`src/rtl/pipe_stage_hs.sv`:
```
// pipe_stage_hs: valid/ready pipeline register with a 2-entry skid buffer and flush.
// Define PIPE_PERF_CNT_EN to build the saturating stall/bubble counters.
module pipe_stage_hs #(
    parameter int                 DATA_W  = 32,
    parameter logic [DATA_W-1:0]  RST_VAL = '0,
    parameter int                 CNT_W   = 16
) (
    input  logic              clk_i,
    input  logic              rst_i,
    input  logic              flush_i,
    input  logic              in_valid_i,
    output logic              in_ready_o,
    input  logic [DATA_W-1:0] in_data_i,
    output logic              out_valid_o,
    input  logic              out_ready_i,
    output logic [DATA_W-1:0] out_data_o,
    output logic [1:0]        occ_o,
    output logic [CNT_W-1:0]  stall_cnt_o,
    output logic [CNT_W-1:0]  bubble_cnt_o
);
    typedef enum logic [1:0] {EMPTY = 2'd0, ONE = 2'd1, TWO = 2'd2} state_t;
    state_t            state_q, state_d;
    logic [DATA_W-1:0] main_q, main_d, skid_q, skid_d;
    logic              in_fire, out_fire;
    assign out_valid_o = state_q != EMPTY;
    assign in_ready_o  = (state_q != TWO) && !rst_i;
    assign occ_o       = state_q;
    assign out_data_o  = main_q;
    assign in_fire     = in_valid_i && in_ready_o;
    assign out_fire    = out_valid_o && out_ready_i;
    always_ff @(posedge clk_i or posedge rst_i) begin
        if (rst_i) begin
            state_q <= EMPTY;
            main_q  <= RST_VAL;
            skid_q  <= RST_VAL;
        end else begin
            state_q <= state_d;
            main_q  <= main_d;
            skid_q  <= skid_d;
        end
    end
    // Flush wins over both handshakes; a coincident transfer is simply dropped.
    always_comb begin
        state_d = state_q;
        main_d  = main_q;
        skid_d  = skid_q;
        if (flush_i) begin
            state_d = EMPTY;
            main_d  = RST_VAL;
            skid_d  = RST_VAL;
        end else begin
            case (state_q)
                EMPTY: begin
                    state_d = in_fire ? ONE : EMPTY;
                    main_d  = in_fire ? in_data_i : main_q;
                end
                ONE: begin
                    state_d = (in_fire && !out_fire) ? TWO : (!in_fire && out_fire) ? EMPTY : ONE;
                    main_d  = (in_fire && out_fire) ? in_data_i : main_q;
                    skid_d  = (in_fire && !out_fire) ? in_data_i : skid_q;
                end
                TWO: begin
                    state_d = out_fire ? ONE : TWO;
                    main_d  = out_fire ? skid_q : main_q;
                end
                default: state_d = EMPTY;
            endcase
        end
    end
`ifdef PIPE_PERF_CNT_EN
    logic [CNT_W-1:0] stall_q, bubble_q;
    always_ff @(posedge clk_i or posedge rst_i) begin
        if (rst_i) begin
            stall_q  <= '0;
            bubble_q <= '0;
        end else begin
            if (out_valid_o && !out_ready_i && !(&stall_q)) stall_q <= stall_q + 1'b1;
            if (!out_valid_o && out_ready_i && !(&bubble_q)) bubble_q <= bubble_q + 1'b1;
        end
    end
    assign stall_cnt_o  = stall_q;
    assign bubble_cnt_o = bubble_q;
`else
    assign stall_cnt_o  = '0;
    assign bubble_cnt_o = '0;
`endif
endmodule

```
`config.mk`:
```
export PLATFORM = sky130hd
export DESIGN_NAME = pipe_stage_hs
export DESIGN_NICKNAME = d
export VERILOG_FILES = /design/src/rtl/pipe_stage_hs.sv
export SDC_FILE = /design/constraint.sdc
export NUM_CORES = 1
export LEC_CHECK = 0
export BUFFER_PORTS_ARGS = -buffer_cell sky130_fd_sc_hd__buf_2
export CAP_MARGIN = 20
export CORE_MARGIN = 2
export CORE_UTILIZATION = 55
export DETAILED_ROUTE_END_ITERATION = 10
export PLACE_DENSITY = 0.89
export SYNTH_ARGS = -nofsm -noshare
export SYNTH_HDL_FRONTEND = slang
export SYNTH_SLANG_ARGS = --single-unit
```
`constraint.sdc`:
```
create_clock -name clk_i -period 6 [get_ports clk_i]
set_input_delay 0.3 -clock clk_i [delete_from_list [all_inputs] [get_ports clk_i]]
set_output_delay 0.3 -clock clk_i [all_outputs]
set_load 0.01 [all_outputs]
```
==> summary.txt <==
Run status
  • Outcome: finished clean

GRT
  • Total congestion overflow: 0
  • Wire length of the first global-routing pass: 12.8 mm
  • Total GRT Usage: 0.254
  • Antenna violations before repair: 0
  • Number of global-route vias before repair: 2548
  • Maximum number of pins on one net before global-route repair: 68

STA
  • Count of final setup violators: 0
  • Post-route clock period utilization: 0.453
  • Largest clock skew in the final design: 0.00724 ns
  • Final critical delay including setup and external delays: 2.72 ns
  • Peak Freq: 368 MHz
  • Worst setup margin: 3.28 ns
  • RSZ-0062 raised after global routing: no
  • Worst Max-Slew Pin Slew: 1.03 ns
  • Setup Total Neg Slack: 0 ns
  • Max-slew violation count: 0
  • Worst-case headroom to the max-slew limit: 0.312
  • Final Hold Viols: 0

Die
  • Die Span X: between 80 and 90 um
  • Die area: slightly below 7000 um^2
  • Initial core utilization: 0.570
  • # rows: 28
  • Core area: 5960 um^2
  • Die height: 82.6 um
  • Top-level I/O count: 105

Critical path
  • Worst Path Buf+Inv: 1
  • FF-to-FF setup slack: 3.28 ns
  • Arrival @ worst endpoint: 2.94 ns
  • Required time at the worst-slack endpoint: 6.23 ns
  • Reg2Reg Capture Point: out_data_o[15]
  • Cell chain of the critical path: or2_2 > nand2_1 > inv_1 > ha_1 > and3b_1 > or3_2 > a311oi_1
  • R2r startpoint: occ_o[1]
  • Cell with the biggest individual delay on the critical path: or3_2
  • Cell family with most CP delay: simple AND/OR/NAND/NOR gates
  • Crit path launch: occ_o[1]
  • Delay of the slowest cell on the worst path: 0.84 ns
  • Category of the worst setup path capture point: flop
  • Worst setup path class: reg2reg
  • Sort of element at the start of the critical path: flop
  • Largest fanout on the critical path: 32
  • Cells on worst reg2reg path: 7

Synthesis
  • Area contributors post-synth: dfrtp_1 (49%), a311oi_2 (13%), a22o_1 (8.3%)
  • Post-synth top area share: 0.486
  • Syn avg cell area: 10.8 um^2
  • Mapped Area: around 3400 um^2
  • Cell count after synthesis: approximately 320
  • Cell type with the highest aggregate area in the netlist: dfrtp_1
  • Sequential area share after synthesis: 0.486
  • Post-synthesis cell type count: 26
  • YS warnings: 0
  • Register bit count reported by yosys: 66

Pwr
  • VDD IR max: between 0.1 and 0.15 mV
  • Pleak: 1.89 nW
  • Pwr Density: 257 nW/um^2

Placed design
  • DP HPWL: 5.07 mm
  • Worst setup timing slack at the placement stage: 3.04 ns
  • Weighted congestion reported at the end of routability-driven placement: 0.779
  • Placement-stage cell area: roughly 3700 um^2
  • Port Buffer Count: 72

Route
  • Routed wirelength normalized by instance count: 18.0 um
  • Number of iterations in the first detailed-routing pass: 4
  • DRT iter0 DRCs: roughly 230
  • Via count: 2707
  • Detailed-route wire length: 8.12 mm
  • DRC violations left: 0
  • Number of routed nets with antenna violations: 0
  • Routed vias/inst: 5.99

Clock network
  • Total clock sinks: 66
  • H-tree levels: 3
  • Clock root cell: clkbuf_8
  • Register clock-pin slew on the reported worst setup and hold paths: 0.07 ns
  • Post-CTS Setup Inserts: 0
  • CTS tree: done
  • Count of hold-fix buffers inserted at cts: 0
  • Source-to-sink clock delay at the later pin of the worst-skew pair: ~0.35 ns
  • Number of buffers created by CTS: 9
  • Resize count post-CTS: 0
  • Bufs on Longest Clock Path: 2

Run
  • Max_cap viols: 0

Layout
  • Fraction of layout cells with a size suffix above 1: 0.353
  • Total Nets Final: 411
  • Commonest non-fill, non-tap cells in the layout: buf_2 (72), nand2_1 (66), dfrtp_1 (66)
  • Area added between synthesis and finish: 12.9%
  • Most common cell after layout, fill and taps aside: buf_2
  • Final standard cell area without fillers: between 3000 and 4000 um^2
  • Diode insertion count for antenna repair: 0

Hold path
  • Startpoint of the worst hold path: in_data_i[6]
  • Worst min-delay path category: in2reg
  • Hold worst-path end: skid_q[6]
  • Cells on Worst Hold Path: 2
## cell usage after synthesis, drive strengths merged
library cell	count
ha	2
nor2b	2
nor4	32
dfrtp	66
a22o	32
conb	1
nor4b	1
or3	1
or3b	1
nor2	3
a311oi	32
o21ba	1
inv	2
and3	1
nand2	66
clkbuf	29
o21a	1
and3b	2
a21oi	1
buf	37
nand3b	1
or2	1
nand2b	1
## worst max path at each step
stage                           endpoint  slack [ns]  cells past startpoint
after global routing      out_data_o[15]        3.17                      7
after floorplan            out_data_o[0]        2.81                      8
after detailed placement  out_data_o[13]        3.04                      8
after global placement    out_data_o[12]        3.18                      8
after CTS                 out_data_o[15]        3.31                      7
final                     out_data_o[15]        3.28                      7
## per-layer routing
| layer | vias up | part of all wire | wire length [um] | track usage |
|---|---|---|---|---|
| met4 | 0 | 0.013 | 104 | 0.103 |
| met2 | 134 | 0.53 | 4290 | 0.419 |
| met5 | - | 0 | 0 | 0 |
| met3 | 7 | 0.073 | 591 | 0.0543 |
| met1 | 1354 | 0.39 | 3140 | 0.327 |
| li1 | 1212 | - | - | - |
## sequential cells by signal, summed over array words and instances, names as in the netlist
register / cells
occ_o: 2
out_data_o: 32
skid_q: 32
## stage by stage
step | std cells | power (W) | utilization | hold slack, ns
2_1_floorplan | 347 | 0.000607 | - | 0.433
3_3_place_gp | 436 | 0.000637 | 0.613 | 0.487
3_5_place_dp | 436 | 0.000644 | 0.613 | 0.491
4_1_cts | 452 | 0.000986 | 0.644 | 0.184
5_1_grt | 452 | 0.00103 | 0.644 | 0.196
6_report | 452 | 0.000986 | 0.644 | 0.195
## kinds of logic after synthesis
family,Yosys count,synth area share
simple gates,112,0.161
buf+inv,68,0.118
flops,66,0.486
other cells,1,0.00110
compound gates,67,0.227
fa+ha+maj,2,0.00737
## area by class of cell
type | instances | area (um^2)
fill | 476 | 2120
sequential | 66 | 1650
multi-input combinational | 213 | 1480
timing repair buffer | 80 | 420
clock buffer | 14 | 173
tap | 75 | 93.8
clock inverter | 2 | 10.0
inverter | 2 | 7.51
## where the power goes
part | switching [W] | leakage (nW) | internal (W)
Combinational | 0.0000950 | 0.894 | 0.0000606
Clock | 0.000167 | 0.0965 | 0.000183
Sequential | 0.0000144 | 0.900 | 0.000466
Note: power is estimated with default switching activity, not from simulation.
